--- src/rtl/sqrt_rr_arbiter_if.sv ---
// ============================================================================
// Module      : sqrt_rr_arbiter_if
// Description : Requester, core and response bundle for sqrt_rr_arbiter.
//               The slave modport is the arbiter's view. The master modport is
//               the view of the client engines and the sqrt core together.
// Revision    : 1.0 - initial release
// ============================================================================
`default_nettype none

interface sqrt_rr_arbiter_if #(
  parameter int NREQ     = 4,
  parameter int WII      = 9,
  parameter int WIF      = 10,
  parameter int WOI      = 9,
  parameter int WOF      = 10,
  parameter int SQRT_LAT = 10
);
  // Requester side
  logic                            issue_en;
  logic [NREQ-1:0]                 req_valid;
  logic [NREQ*(WII+WIF)-1:0]       req_data;
  logic [NREQ-1:0]                 req_ready;

  // Core side
  logic [WII+WIF-1:0]              core_in;
  logic [WOI+WOF-1:0]              core_out;
  logic                            core_upflow;
  logic                            core_downflow;

  // Response side and status
  logic [NREQ-1:0]                 rsp_valid;
  logic [WOI+WOF-1:0]              rsp_data;
  logic                            rsp_upflow;
  logic                            rsp_downflow;
  logic [$clog2(SQRT_LAT+2)-1:0]   inflight;
  logic                            idle;

  modport slave (
    input  issue_en, req_valid, req_data, core_out, core_upflow, core_downflow,
    output req_ready, core_in, rsp_valid, rsp_data, rsp_upflow, rsp_downflow,
           inflight, idle
  );

  modport master (
    output issue_en, req_valid, req_data, core_out, core_upflow, core_downflow,
    input  req_ready, core_in, rsp_valid, rsp_data, rsp_upflow, rsp_downflow,
           inflight, idle
  );
endinterface

`default_nettype wire

--- src/rtl/sqrt_rr_arbiter.sv ---
// ============================================================================
// Module      : sqrt_rr_arbiter
// Description : Round-robin front end that shares one pipelined fixed-point
//               sqrt core between NREQ requesters. It accepts at most one
//               operand per cycle. The requester ID travels down a tag line
//               that matches the core latency, and each result comes back as
//               a one-hot strobe to the requester that issued it.
// Options     : SQRT_ARB_FLAGS_EN - when defined, the core overflow and
//               underflow flags are registered alongside each result.
//               Otherwise both response flags are tied to 0.
// Revision    : 1.0 - initial release
// ============================================================================
`default_nettype none

module sqrt_rr_arbiter #(
  parameter int NREQ     = 4,   // must match the interface instance
  parameter int WII      = 9,
  parameter int WIF      = 10,
  parameter int WOI      = 9,
  parameter int WOF      = 10,
  parameter int SQRT_LAT = 10   // pipeline depth of the attached core
) (
  input  logic             clk,
  input  logic             rst,
  sqrt_rr_arbiter_if.slave bus
);

  localparam int c_IW    = WII + WIF;
  localparam int c_IDW   = $clog2(NREQ);
  localparam int c_CW    = $clog2(SQRT_LAT + 2);
  localparam int c_DEPTH = SQRT_LAT + 1;

  // The extra bit lets the search index pass NREQ-1 before it wraps.
  localparam logic [c_IDW:0]   c_NREQ_X  = (c_IDW + 1)'(NREQ);
  localparam logic [c_IDW-1:0] c_LAST_ID = c_IDW'(NREQ - 1);

  // Arbitration
  logic [c_IDW-1:0]  r_ptr;
  logic              w_found;
  logic [c_IDW-1:0]  w_gnt_id;
  logic [c_IDW:0]    w_idx;
  logic [c_IDW-1:0]  w_cand;
  logic [NREQ-1:0]   w_grant;
  logic [c_IW-1:0]   w_operand;

  // Issue and tag line
  logic [c_IW-1:0]               r_core_in;
  logic [c_DEPTH-1:0]            r_tag_vld;
  logic [c_DEPTH-1:0][c_IDW-1:0] r_tag_id;
  logic                          w_ret;
  logic [c_IDW-1:0]              w_ret_id;
  logic [NREQ-1:0]               w_ret_onehot;

  // Response and bookkeeping
  logic [NREQ-1:0]          r_rsp_valid;
  logic [WOI+WOF-1:0]       r_rsp_data;
  logic [c_CW-1:0]          r_inflight;

  // Scan cyclically from ptr and grant the first valid requester.
  always_comb begin
    w_found  = 1'b0;
    w_gnt_id = '0;
    w_idx    = '0;
    w_cand   = '0;
    for (int k = 0; k < NREQ; k++) begin
      w_idx = {1'b0, r_ptr} + (c_IDW + 1)'(k);
      if (w_idx >= c_NREQ_X) begin
        w_idx = w_idx - c_NREQ_X;
      end
      w_cand = w_idx[c_IDW-1:0];
      if (!w_found && bus.issue_en && bus.req_valid[w_cand]) begin
        w_found  = 1'b1;
        w_gnt_id = w_cand;
      end
    end
  end

  // Expand the winner into the one-hot ready vector.
  always_comb begin
    w_grant = '0;
    if (w_found) begin
      w_grant[w_gnt_id] = 1'b1;
    end
  end

  assign bus.req_ready = w_grant;
  assign w_operand     = bus.req_data[w_gnt_id*c_IW +: c_IW];

  // Move the pointer past the winner. The explicit wrap covers NREQ values
  // that are not a power of two.
  always_ff @(posedge clk or posedge rst) begin
    if (rst) begin
      r_ptr <= '0;
    end else if (w_found) begin
      r_ptr <= (w_gnt_id == c_LAST_ID) ? '0 : w_gnt_id + 1'b1;
    end
  end

  // Register the granted operand into the core. Zero marks an idle slot.
  always_ff @(posedge clk or posedge rst) begin
    if (rst) begin
      r_core_in <= '0;
    end else begin
      r_core_in <= w_found ? w_operand : '0;
    end
  end

  assign bus.core_in = r_core_in;

  // The tag line shifts every cycle, in step with the non-stalling core.
  always_ff @(posedge clk or posedge rst) begin
    if (rst) begin
      r_tag_vld <= '0;
      r_tag_id  <= '0;
    end else begin
      r_tag_vld <= {r_tag_vld[c_DEPTH-2:0], w_found};
      r_tag_id  <= {r_tag_id[c_DEPTH-2:0], w_gnt_id};
    end
  end

  assign w_ret    = r_tag_vld[c_DEPTH-1];
  assign w_ret_id = r_tag_id[c_DEPTH-1];

  // Decode the returning tag into its one-hot response strobe.
  always_comb begin
    w_ret_onehot = '0;
    w_ret_onehot[w_ret_id] = 1'b1;
  end

  // Capture the core result while the matching tag leaves the line.
  // Between results the data bus holds its last value.
  always_ff @(posedge clk or posedge rst) begin
    if (rst) begin
      r_rsp_valid <= '0;
      r_rsp_data  <= '0;
    end else if (w_ret) begin
      r_rsp_valid <= w_ret_onehot;
      r_rsp_data  <= bus.core_out;
    end else begin
      r_rsp_valid <= '0;
    end
  end

  assign bus.rsp_valid = r_rsp_valid;
  assign bus.rsp_data  = r_rsp_data;

`ifdef SQRT_ARB_FLAGS_EN
  logic r_rsp_upflow;
  logic r_rsp_downflow;

  // Flags follow rsp_valid, so they are cleared in cycles with no result.
  always_ff @(posedge clk or posedge rst) begin
    if (rst) begin
      r_rsp_upflow   <= 1'b0;
      r_rsp_downflow <= 1'b0;
    end else if (w_ret) begin
      r_rsp_upflow   <= bus.core_upflow;
      r_rsp_downflow <= bus.core_downflow;
    end else begin
      r_rsp_upflow   <= 1'b0;
      r_rsp_downflow <= 1'b0;
    end
  end

  assign bus.rsp_upflow   = r_rsp_upflow;
  assign bus.rsp_downflow = r_rsp_downflow;
`else
  logic w_unused_flags;

  assign w_unused_flags   = bus.core_upflow | bus.core_downflow;
  assign bus.rsp_upflow   = 1'b0;
  assign bus.rsp_downflow = 1'b0;
`endif

  // Count accepted operands that have not yet produced a response.
  always_ff @(posedge clk or posedge rst) begin
    if (rst) begin
      r_inflight <= '0;
    end else if (w_found && !w_ret) begin
      r_inflight <= r_inflight + c_CW'(1);
    end else if (!w_found && w_ret) begin
      r_inflight <= r_inflight - c_CW'(1);
    end
  end

  assign bus.inflight = r_inflight;
  assign bus.idle     = (r_inflight == '0) && (bus.req_valid == '0);

endmodule

`default_nettype wire

--- src/flat_wrapper.sv ---
// flat-port wrapper written by rule: the top's interface ports become plain ports
module sqrt_rr_arbiter_flat 
#(
  parameter int NREQ     = 4,                                       
  parameter int WII      = 9,
  parameter int WIF      = 10,
  parameter int WOI      = 9,
  parameter int WOF      = 10,
  parameter int SQRT_LAT = 10                                         
)
  (clk, rst, bus_issue_en, bus_req_valid, bus_req_data, bus_core_out, bus_core_upflow, bus_core_downflow, bus_req_ready, bus_core_in, bus_rsp_valid, bus_rsp_data, bus_rsp_upflow, bus_rsp_downflow, bus_inflight, bus_idle);
  sqrt_rr_arbiter_if #(.NREQ(NREQ), .WII(WII), .WIF(WIF), .WOI(WOI), .WOF(WOF), .SQRT_LAT(SQRT_LAT)) bus_i ();
  input  logic clk;
  input  logic rst;
  input wire logic [$bits(bus_i.issue_en)-1:0] bus_issue_en;
  input wire logic [$bits(bus_i.req_valid)-1:0] bus_req_valid;
  input wire logic [$bits(bus_i.req_data)-1:0] bus_req_data;
  input wire logic [$bits(bus_i.core_out)-1:0] bus_core_out;
  input wire logic [$bits(bus_i.core_upflow)-1:0] bus_core_upflow;
  input wire logic [$bits(bus_i.core_downflow)-1:0] bus_core_downflow;
  output wire logic [$bits(bus_i.req_ready)-1:0] bus_req_ready;
  output wire logic [$bits(bus_i.core_in)-1:0] bus_core_in;
  output wire logic [$bits(bus_i.rsp_valid)-1:0] bus_rsp_valid;
  output wire logic [$bits(bus_i.rsp_data)-1:0] bus_rsp_data;
  output wire logic [$bits(bus_i.rsp_upflow)-1:0] bus_rsp_upflow;
  output wire logic [$bits(bus_i.rsp_downflow)-1:0] bus_rsp_downflow;
  output wire logic [$bits(bus_i.inflight)-1:0] bus_inflight;
  output wire logic [$bits(bus_i.idle)-1:0] bus_idle;
  assign bus_i.issue_en = bus_issue_en;
  assign bus_i.req_valid = bus_req_valid;
  assign bus_i.req_data = bus_req_data;
  assign bus_i.core_out = bus_core_out;
  assign bus_i.core_upflow = bus_core_upflow;
  assign bus_i.core_downflow = bus_core_downflow;
  assign bus_req_ready = bus_i.req_ready;
  assign bus_core_in = bus_i.core_in;
  assign bus_rsp_valid = bus_i.rsp_valid;
  assign bus_rsp_data = bus_i.rsp_data;
  assign bus_rsp_upflow = bus_i.rsp_upflow;
  assign bus_rsp_downflow = bus_i.rsp_downflow;
  assign bus_inflight = bus_i.inflight;
  assign bus_idle = bus_i.idle;
  sqrt_rr_arbiter #(.NREQ(NREQ), .WII(WII), .WIF(WIF), .WOI(WOI), .WOF(WOF), .SQRT_LAT(SQRT_LAT)) u_core (.clk(clk), .rst(rst), .bus(bus_i));
endmodule
--- config.mk ---
export PLATFORM = sky130hd
export DESIGN_NAME = sqrt_rr_arbiter_flat
export DESIGN_NICKNAME = d
export VERILOG_FILES = /design/src/rtl/sqrt_rr_arbiter_if.sv /design/src/rtl/sqrt_rr_arbiter.sv /design/src/flat_wrapper.sv
export SDC_FILE = /design/constraint.sdc
export NUM_CORES = 1
export LEC_CHECK = 0
export ABC_CLOCK_PERIOD_IN_PS = 5540
export CAP_MARGIN = 30
export CORE_MARGIN = 3
export CORE_UTILIZATION = 46
export CTS_CLUSTER_SIZE = 12
export DETAILED_ROUTE_END_ITERATION = 10
export GPL_TIMING_DRIVEN = 0
export PLACE_DENSITY = 0.9
export REMOVE_ABC_BUFFERS = 1
export SYNTH_ARGS = -nofsm -noshare
export SYNTH_HDL_FRONTEND = slang
export SYNTH_SLANG_ARGS = --single-unit
--- constraint.sdc ---
create_clock -name clk -period 5.54 [get_ports clk]
set_input_delay 0.831 -clock clk [delete_from_list [all_inputs] [get_ports clk]]
set_output_delay 0.831 -clock clk [all_outputs]
set_load 0.02 [all_outputs]
After elaboration in Yosys (flattened, before gate mapping)
Index checks and enable logic that the tools add are counted.
{"block": "classes", "n_mul": 1, "mux": 30, "addsub": 10, "reduce_logical": 20, "shifts": 1, "n_lt_le_gt_ge": 12, "eq_ne": 1}
{"operator": "$shiftx A76 B8 Y19", "n": 1}
{"operator": "$mux W19", "n": 1}
{"operator": "$lt A2 B3 Y1 const B", "n": 6}
{"operator": "$mux W2", "n": 9}
{"operator": "$mux W4", "n": 4}
{"operator": "$logic_and A1 B1 Y1", "n": 12}
{"operator": "$mux W1", "n": 10}
{"operator": "$ge A3 B3 Y1 const B", "n": 3}
{"operator": "$bmux W1 S2", "n": 4}
{"operator": "$logic_not A4 Y1", "n": 2}
{"operator": "$sub A2 B1 Y2 const B", "n": 4}
{"operator": "$mul A2 B5 Y7 const B", "n": 1}
{"operator": "$add A2 B2 Y3 const B", "n": 2}
{"operator": "$logic_not A1 Y1", "n": 5}
{"operator": "$add A4 B1 Y4 const B", "n": 1}
{"operator": "$demux W1 S2", "n": 2}
{"operator": "$ge A2 B1 Y1 const B", "n": 2}
{"operator": "$sub A4 B1 Y4 const B", "n": 1}
{"operator": "$add A2 B1 Y3 const B", "n": 1}
{"operator": "$ge A2 B3 Y1 const B", "n": 1}
{"operator": "$add A2 B1 Y2 const B", "n": 1}
{"operator": "$eq A2 B2 Y1 const B", "n": 1}
{"operator": "$reduce_bool A2 Y1", "n": 1}
{"block": "word_totals", "output_inout_bits": 53, "elab_cells": 92, "ff_bits": 81, "inputBits": 104}

Depth between registers and ports, before layout
Gate-level depths: netlist of the first run.
{"block": "logic_depth", "depth_word": 23, "depth_mapped": 14, "mapped_depth_nobuf": 12}

Worst setup path before layout of the first run
No wires, ideal clock.
{"block": "synth_timing", "path_type": "input to output", "start": "input bus_req_valid[3]", "end": "output bus_req_ready[3]", "arrival_ns": 2.599, "path_buffers": 2, "required_time_ns": 4.709, "setup_slack_ns": 2.110, "path_stages": 9, "cell_sequence": "buf_2 -> mux4_2 -> o221ai_2 -> a21oi_2 -> a311oi_4 -> buf_6 -> inv_2 -> ha_1 -> and2_1"}
{"block": "synth_between", "elab_chain_len": 21}
{"element": "from (decl)", "line_no": "flat_wrapper.sv:16", "rtl": "input wire logic [$bits(bus_i.req_valid)-1:0] bus_req_valid;"}
{"element": "$bmux W1 S2", "line_no": "sqrt_rr_arbiter.sv:71", "rtl": "if (!w_found && bus.issue_en && bus.req_valid[w_cand]) begin"}
{"element": "$mux W1 (not written as such)", "line_no": "sqrt_rr_arbiter.sv:71"}
{"element": "$logic_and A1 B1 Y1", "line_no": "sqrt_rr_arbiter.sv:71"}
{"element": "$mux W1", "line_no": "sqrt_rr_arbiter.sv:71"}
{"element": "$logic_not A1 Y1", "line_no": "sqrt_rr_arbiter.sv:71"}
{"element": "$logic_and A1 B1 Y1 (2 in a row)", "line_no": "sqrt_rr_arbiter.sv:71"}
{"element": "$mux W1", "line_no": "sqrt_rr_arbiter.sv:71"}
{"element": "$logic_not A1 Y1", "line_no": "sqrt_rr_arbiter.sv:71"}
{"element": "(+4 left out)"}
{"element": "$logic_and A1 B1 Y1 (2 in a row)", "line_no": "sqrt_rr_arbiter.sv:71"}
{"element": "$mux W2 *", "line_no": "sqrt_rr_arbiter.sv:71"}
{"element": "net u_core.w_gnt_id[0]", "line_no": "sqrt_rr_arbiter.sv:40", "rtl": "logic [c_IDW-1:0] w_gnt_id;"}
{"element": "$lt A2 B3 Y1 (not written as such) or $ge A2 B1 Y1 (tied branches)", "line_no": "sqrt_rr_arbiter.sv:82", "rtl": "w_grant[w_gnt_id] = 1'b1;"}
{"element": "$logic_and A1 B1 Y1 (not written as such)", "line_no": "sqrt_rr_arbiter.sv:82"}
{"element": "$mux W1 (not written as such)", "line_no": "sqrt_rr_arbiter.sv:82"}
{"element": "$demux W1 S2 *"}
{"element": "$mux W4 *", "line_no": "sqrt_rr_arbiter.sv:81", "rtl": "if (w_found) begin"}
{"element": "to (decl)", "line_no": "flat_wrapper.sv:21", "rtl": "output wire logic [$bits(bus_i.req_ready)-1:0] bus_req_ready;"}
The timed path passes the listed nets; every way through them passes the cells marked *. The select of a mux whose other input is x is not followed.

Worst setup path after layout of the first run
{"block": "layout_timing", "start": "input bus_req_valid[2]", "end": "output bus_req_ready[3]"}
Same word-level chain as after synthesis.

==> flow_summary_export.csv, run 1 <==
group,metric,value,unit
hold_path,hold_class,"flop to flop",
sta,max_freq,198,MHz
logic_synthesis,ys_types,45,
die,core,7450,um^2
die,placementRows,31,
sta,relSlewSlack,0.345,
setup_path,timing.rr.start,"u_core.r_ptr[0]$_DFFE_PP0P_",
sta,finalCriticalPeriod,5.06,ns
clock_tree,cts_tree,"done",
die,pin_count,157,
clock_tree,cts_repair_resize_count,0,
route,dr.pass1.iters,5,
grt,grt_pass1_vias,2750,
clock_tree,cts_setup_buffers,0,
die,die_area,8990,um^2
route,wirelength,7.98,mm
setup_path,timing.reg2reg.setup_slack,2.21,ns
grt,grt_pass1_wl,12.6,mm
logic_synthesis,ys_ff_latch,81,
logic_synthesis,async_flop_share,1.00,
setup_path,crit_arrival,4.22,ns
grt,grt_antenna_before_repair,0,
sta,grt_setup_unrepaired,"false",
layout,antennaDiodeCount,0,
layout,drive_gt1_frac,0.146,
grt,grt_overflow,0,
route,ant_nets,0,
logic_synthesis,syn_area_per_cell,13.4,um^2
hold_path,min_from,"u_core.r_tag_id[2]$_DFF_PP0_",
layout,post-route-util,0.730,
sta,finalSetupViolCount,0,
placed_design,port_buffers,152,
setup_path,crit_fanout,22,
power,clkPwrFrac,0.161,
clock_tree,clockRootBuffer,"clkbuf_8",
hold_path,hold_end,"u_core.r_tag_id[4]$_DFF_PP0_",
setup_path,required,4.71,ns
logic_synthesis,yosys_warnings,0,
route,drc,0,
logic_synthesis,netlist.top_cell.by_area,"dfrtp_1",
logic_synthesis,syn_area,3630,um^2
grt,grt_max_degree,50,
die,die_w,94.8,um
power,p_per_area,505,nW/um^2
clock_tree,insertion_delay,0.33,ns
clock_tree,clkSlewWorstSetupHoldPaths,0.07,ns
logic_synthesis,synthTopCellsByArea,"dfrtp_1, mux2i_1, mux2_2",
route,avgViaCountPerCell,5.08,
clock_tree,clk_path_buf_depth,2,
power,pwr-share-seq,0.351,
setup_path,reg2reg_depth,7,
power,total_power,2.74,mW
logic_synthesis,yosys.area.top_type_share,0.558,
grt,groute.usage.overall,0.182,
logic_synthesis,synth-edff-count,0,
sta,finalClockSkew,0.00607,ns
power,p_leak,2.46,nW
placed_design,place.gp.congestion,0.873,
sta,post-route-period-util,0.913,
power,swShare,0.357,
placed_design,dp_hpwl,6.04,mm
flow_run,drv_cap,0,
layout,nets,531,
clock_tree,cts_hold_buf,0,
sta,worstMarginPinSlew,0.983,ns
clock_tree,h-tree-depth,3,
sta,maxSlewViolCount,0,
power,combPwrFrac,0.488,
setup_path,path_class,"primary input to output pin",
setup_path,critPathLaunchType,"primary input",
hold_path,hold_path_depth,0,
clock_tree,cts_inserted_buffers,9,
run_status,status,"finished clean",
route,routedWlPerCell,15.3,um
sta,hold_viol,0,
logic_synthesis,yosysSeqAreaShare,0.558,
clock_tree,clkSinkCount,81,
power,peakVddDrop,0.273,mV
die,start_util,0.487,
setup_path,timing.rr.end,"u_core.bus.core_in[12]$_DFF_PP0_",
layout,num-fill-cells,516,
power,p_switching,0.980,mW
setup_path,worst_setup_path_end_kind,"output pin",
power,p_int,1.76,mW
logic_synthesis,ys_dominant_reg_cell,"dfrtp_1",
logic_synthesis,syn_inst,270,
die,die_y,94.8,um
route,first_iter_violations,132,
layout,area_growth,49.8,%
route,dr_total_vias,2655,
==> critical path: stages <==
cell             delay [ns]
clkdlybuf4s50_1        0.62
mux2i_1                0.42
o22ai_1                0.23
nand2_1                0.14
a22o_1                 0.18
a21o_1                 0.76
inv_2                  0.11
ha_1                   0.23
and2_1                 0.15
clkdlybuf4s50_1        0.54
==> cell type report <==
cell class,instances,area [um^2],share of cell area
Clock buffer,10,128,0.0235
Sequential cell,81,2030,0.373
Clock inverter,6,82.6,0.0152
Multi-Input combinational cell,163,1450,0.267
Timing Repair Buffer,156,1590,0.293
Inverter,8,32.5,0.00598
Tap cell,99,124,0.0228
==> how the worst max path moves through the flow <==
stage / start / endpoint / slack (ns) / depth (start not counted)
3_5_place_dp: bus_req_valid[2] / bus_req_ready[3] / 0.53 / 10
3_3_place_gp: bus_req_valid[2] / bus_req_ready[3] / -0.43 / 9
4_1_cts: bus_req_valid[2] / bus_req_ready[3] / 0.51 / 10
6_report: bus_req_valid[2] / bus_req_ready[3] / 0.48 / 10
5_1_grt: bus_req_valid[2] / bus_req_ready[1] / 0.25 / 9
2_1_floorplan: bus_req_valid[1] / bus_req_ready[0] / 1.07 / 6
==> synth_stat cells, types with 2 or more instances <==
master    count
dfrtp_1      81
a21oi_1       3
a32oi_1       2
ha_1          7
nand2_1      10
buf_4         3
o22ai_2      10
nor2b_1       3
and3_1        2
nor2_1        7
buf_1         2
and2_1        5
inv_2         2
inv_1         6
nor4_1        2
nor3b_1       2
o21ai_0       2
buf_2         6
mux2i_1      43
a21o_1        2
mux2_2       23
buf_6         5
clkbuf_1      3
o22ai_1      10
xnor2_1       3
nor3_1        5
nand2b_1      3
==> cell families after synthesis <==
| logic type | share of synthesized area |
|---|---|
| compound gates | 0.0996 |
| simple gates | 0.0621 |
| fa+ha+maj | 0.0296 |
| xor+xnor | 0.00965 |
| mux | 0.196 |
| other cells | 0.00103 |
| buf+inv | 0.0434 |
| flops | 0.558 |
==> state kept, by name (all words and copies together) (netlist names) <==
name,count
u_core.r_tag_id,20
u_core.bus.core_in,19
u_core.bus.rsp_data,19
u_core.r_tag_vld,11
u_core.bus.inflight,4
u_core.bus.rsp_valid,4
u_core.r_ptr,2
u_core.w_ret_id,2
==> power groups by stage <==
stage / sequential (mW) / combinational [mW] / clock (mW)
3_3_place_gp: 0.963 / 1.30 / 0
2_1_floorplan: 1.12 / 0.660 / 0
5_1_grt: 0.997 / 1.45 / 0.483
4_1_cts: 0.968 / 1.36 / 0.457
3_5_place_dp: 0.978 / 1.35 / 0
6_report: 0.963 / 1.34 / 0.443
==> per-layer routing <==
metal / wire, um / global-route usage
met1: 2880 / 0.199
met2: 4180 / 0.323
met3: 817 / 0.0693
met4: 99 / 0.0625
met5: 0 / 0
==> per-stage QoR <==
step	instance area, um^2	TNS (ns)	hold WS [ns]	cells	setup WS [ns]
2_1_floorplan	3510	0	0.331	252	1.07
3_3_place_gp	5150	-1.70	0.334	503	-0.434
3_5_place_dp	5230	0	0.336	507	0.529
4_1_cts	5440	0	0.354	523	0.508
5_1_grt	5440	0	0.355	523	0.246
6_report	5440	0	0.352	523	0.484
==> cell usage in the layout, fill, tap and decap left out, types with 5 or more instances in the layout <==
cell,Yosys,final
dfrtp_1,81,81
clkdlybuf4s50_1,0,152
nand2_1,10,10
ha_1,7,7
mux2i_1,43,43
nor3_1,5,5
nor2_1,7,7
o22ai_1,10,10
o22ai_2,10,10
inv_1,6,5
clkbuf_8,0,9
mux2_2,23,23
and2_1,5,5
Note: power is estimated with default switching activity, not from simulation.
==> run 2, diff against run 1 <==
Settings changed: PLACE_DENSITY 0.9 to 0.86.
==> run 2 against run 1 <==
Compared with the run above: global-route usage fell by 0.13 points; non-clock buffer count is 1 higher; cell count did not move; count of clock-buffer cells in the layout did not move; sequential share of layout area is 0.26 points lower; combinational power about the same; largest cell class unchanged; largest power group unchanged.
==> flow_summary_export.csv, run 2 (synthesis gave the netlist of run 1 again) <==
group,metric,value,unit
run_status,status,"finished clean",
sta,timing.final.ws_setup,0.589,ns
sta,maxSlewViolCount,0,
die,die_y,94.8,um
hold_path,hold_class,"flop to flop",
layout,mostFrequentLayoutCells,"clkdlybuf4s50_1, dfrtp_1, mux2i_1",
setup_path,cp_common_cell,"clkdlybuf4s50_1",
power,peakVddDrop,0.261,mV
grt,top_usage_layer,"met2",
layout,ff_latch_area,2030,um^2
placed_design,port_buffers,152,
clock_tree,cts_setup_buffers,0,
power,p_per_area,514,nW/um^2
clock_tree,cts_inserted_buffers,9,
flow_run,drv_cap,0,
power,p_leak,2.48,nW
grt,grt_pass1_vias,2681,
clock_tree,clockRootBuffer,"clkbuf_8",
setup_path,critPathLaunchType,"primary input",
sta,hold_viol,0,
clock_tree,cts_repair_resize_count,0,
setup_path,crit_chain,"clkdlybuf4s50_1 > mux2i_1 > o22ai_1 > nand2_1 > a22o_1 > a21o_1 > ha_1 > and2_1 > clkdlybuf4s50_1",
layout,antennaDiodeCount,0,
die,placementRows,31,
die,pin_count,157,
placed_design,place_area,5230,um^2
placed_design,dp_hpwl,6.11,mm
sta,finalCriticalPeriod,4.95,ns
route,routedWlPerCell,15.2,um
clock_tree,cts_hold_buf,0,
layout,multi_input_area,1450,um^2
route,wirelength,7.93,mm
die,start_util,0.487,
setup_path,worst_setup_path_end_kind,"output pin",
route,drc,0,
setup_path,crit_arrival,4.12,ns
layout,area_growth,50.8,%
sta,worstMarginPinSlew,0.914,ns
setup_path,crit_fanout,22,
sta,post-route-period-util,0.894,
layout,final_cell_area,5480,um^2
clock_tree,h-tree-depth,3,
placed_design,dp_slack,0.596,ns
sta,finalSetupViolCount,0,
setup_path,critPathBufInv,2,
grt,grt_overflow,0,
setup_path,cp_slowest_cell,"a21o_1",
sta,relSlewSlack,0.391,
placed_design,place.gp.congestion,0.818,
layout,post-route-util,0.735,
setup_path,required,4.71,ns
route,ant_nets,0,
grt,gr-usage-met2,0.304,
sta,finalClockSkew,0.00708,ns
clock_tree,clk_path_buf_depth,2,
grt,grt_antenna_before_repair,0,
layout,num-fill-cells,497,
layout,top_register,"u_core.r_tag_id",
die,die_area,8990,um^2
grt,grt_max_degree,42,
setup_path,cpPeakStageDelay,0.73,ns
sta,max_freq,202,MHz
route,avgViaCountPerCell,5.04,
grt,grt_util_met3,0.0837,
grt,groute.usage.overall,0.181,
die,core,7450,um^2
die,die_w,94.8,um
clock_tree,cts_tree,"done",
layout,stdcell_count,523,
sta,grt_setup_unrepaired,"false",
layout,final_common_cell,"clkdlybuf4s50_1",
layout,nets,532,
setup_path,crit_family,"buffers and inverters",
layout,drive_gt1_frac,0.149,
route,first_iter_violations,98,
route,dr.pass1.iters,4,
clock_tree,insertion_delay,0.33,ns
grt,use_met1,0.209,
route,dr_total_vias,2634,
setup_path,path_class,"primary input to output pin",
clock_tree,clkSinkCount,81,
clock_tree,clkSlewWorstSetupHoldPaths,0.07,ns
grt,grt_pass1_wl,12.5,mm
layout,largest_reg_flops,20,
placed_design,dpl.cell_count,508,
run 2: final timing paths:
check / endpoint / startpoint / slack [ns] / cells after the start
hold / removal: u_core.w_ret_id[1]$_DFF_PP0_ / u_core.r_tag_id[19]$_DFF_PP0_ / 0.35 / 0
min in group asynchronous: u_core.bus.rsp_data[9]$_DFFE_PP0P_ / rst / 0.88 / 2
setup / recovery: bus_req_ready[1] / bus_req_valid[2] / 0.59 / 9
setup reg to reg: u_core.bus.inflight[3]$_DFFE_PP0P_ / u_core.r_ptr[0]$_DFFE_PP0P_ / 2.31 / 12
hold reg to reg: u_core.w_ret_id[1]$_DFF_PP0_ / u_core.r_tag_id[19]$_DFF_PP0_ / 0.35 / 0
max in group asynchronous: u_core.r_tag_id[7]$_DFF_PP0_ / rst / 4.08 / 3
run 2: layout make-up:
class | instances | share of cell area
Clock buffer | 10 | 0.0251
Clock inverter | 5 | 0.0190
Inverter | 8 | 0.00594
Multi-Input combinational cell | 163 | 0.265
Sequential cell | 81 | 0.370
Tap cell | 99 | 0.0226
Timing Repair Buffer | 157 | 0.293
run 2: routing by layer:
metal,routed length (um),vias up
met5,0,-
met4,43,0
met3,893,5
met2,4020,129
met1,2970,1238
li1,-,1262
run 2: where the power goes:
group	total [mW]	switching [mW]	internal [mW]
clock	0.505	0.196	0.309
sequential	0.966	0.143	0.823
combinational	1.34	0.647	0.698
total	2.82	0.986	1.83
run 2: stage by stage:
stage                     total power, mW  hold WS [ns]  TNS [ns]
after floorplan                      1.78         0.331         0
after global placement               2.26         0.336     -1.90
after detailed placement             2.34         0.336         0
after CTS                            2.85         0.350         0
after global routing                 3.00         0.357         0
final                                2.82         0.347         0
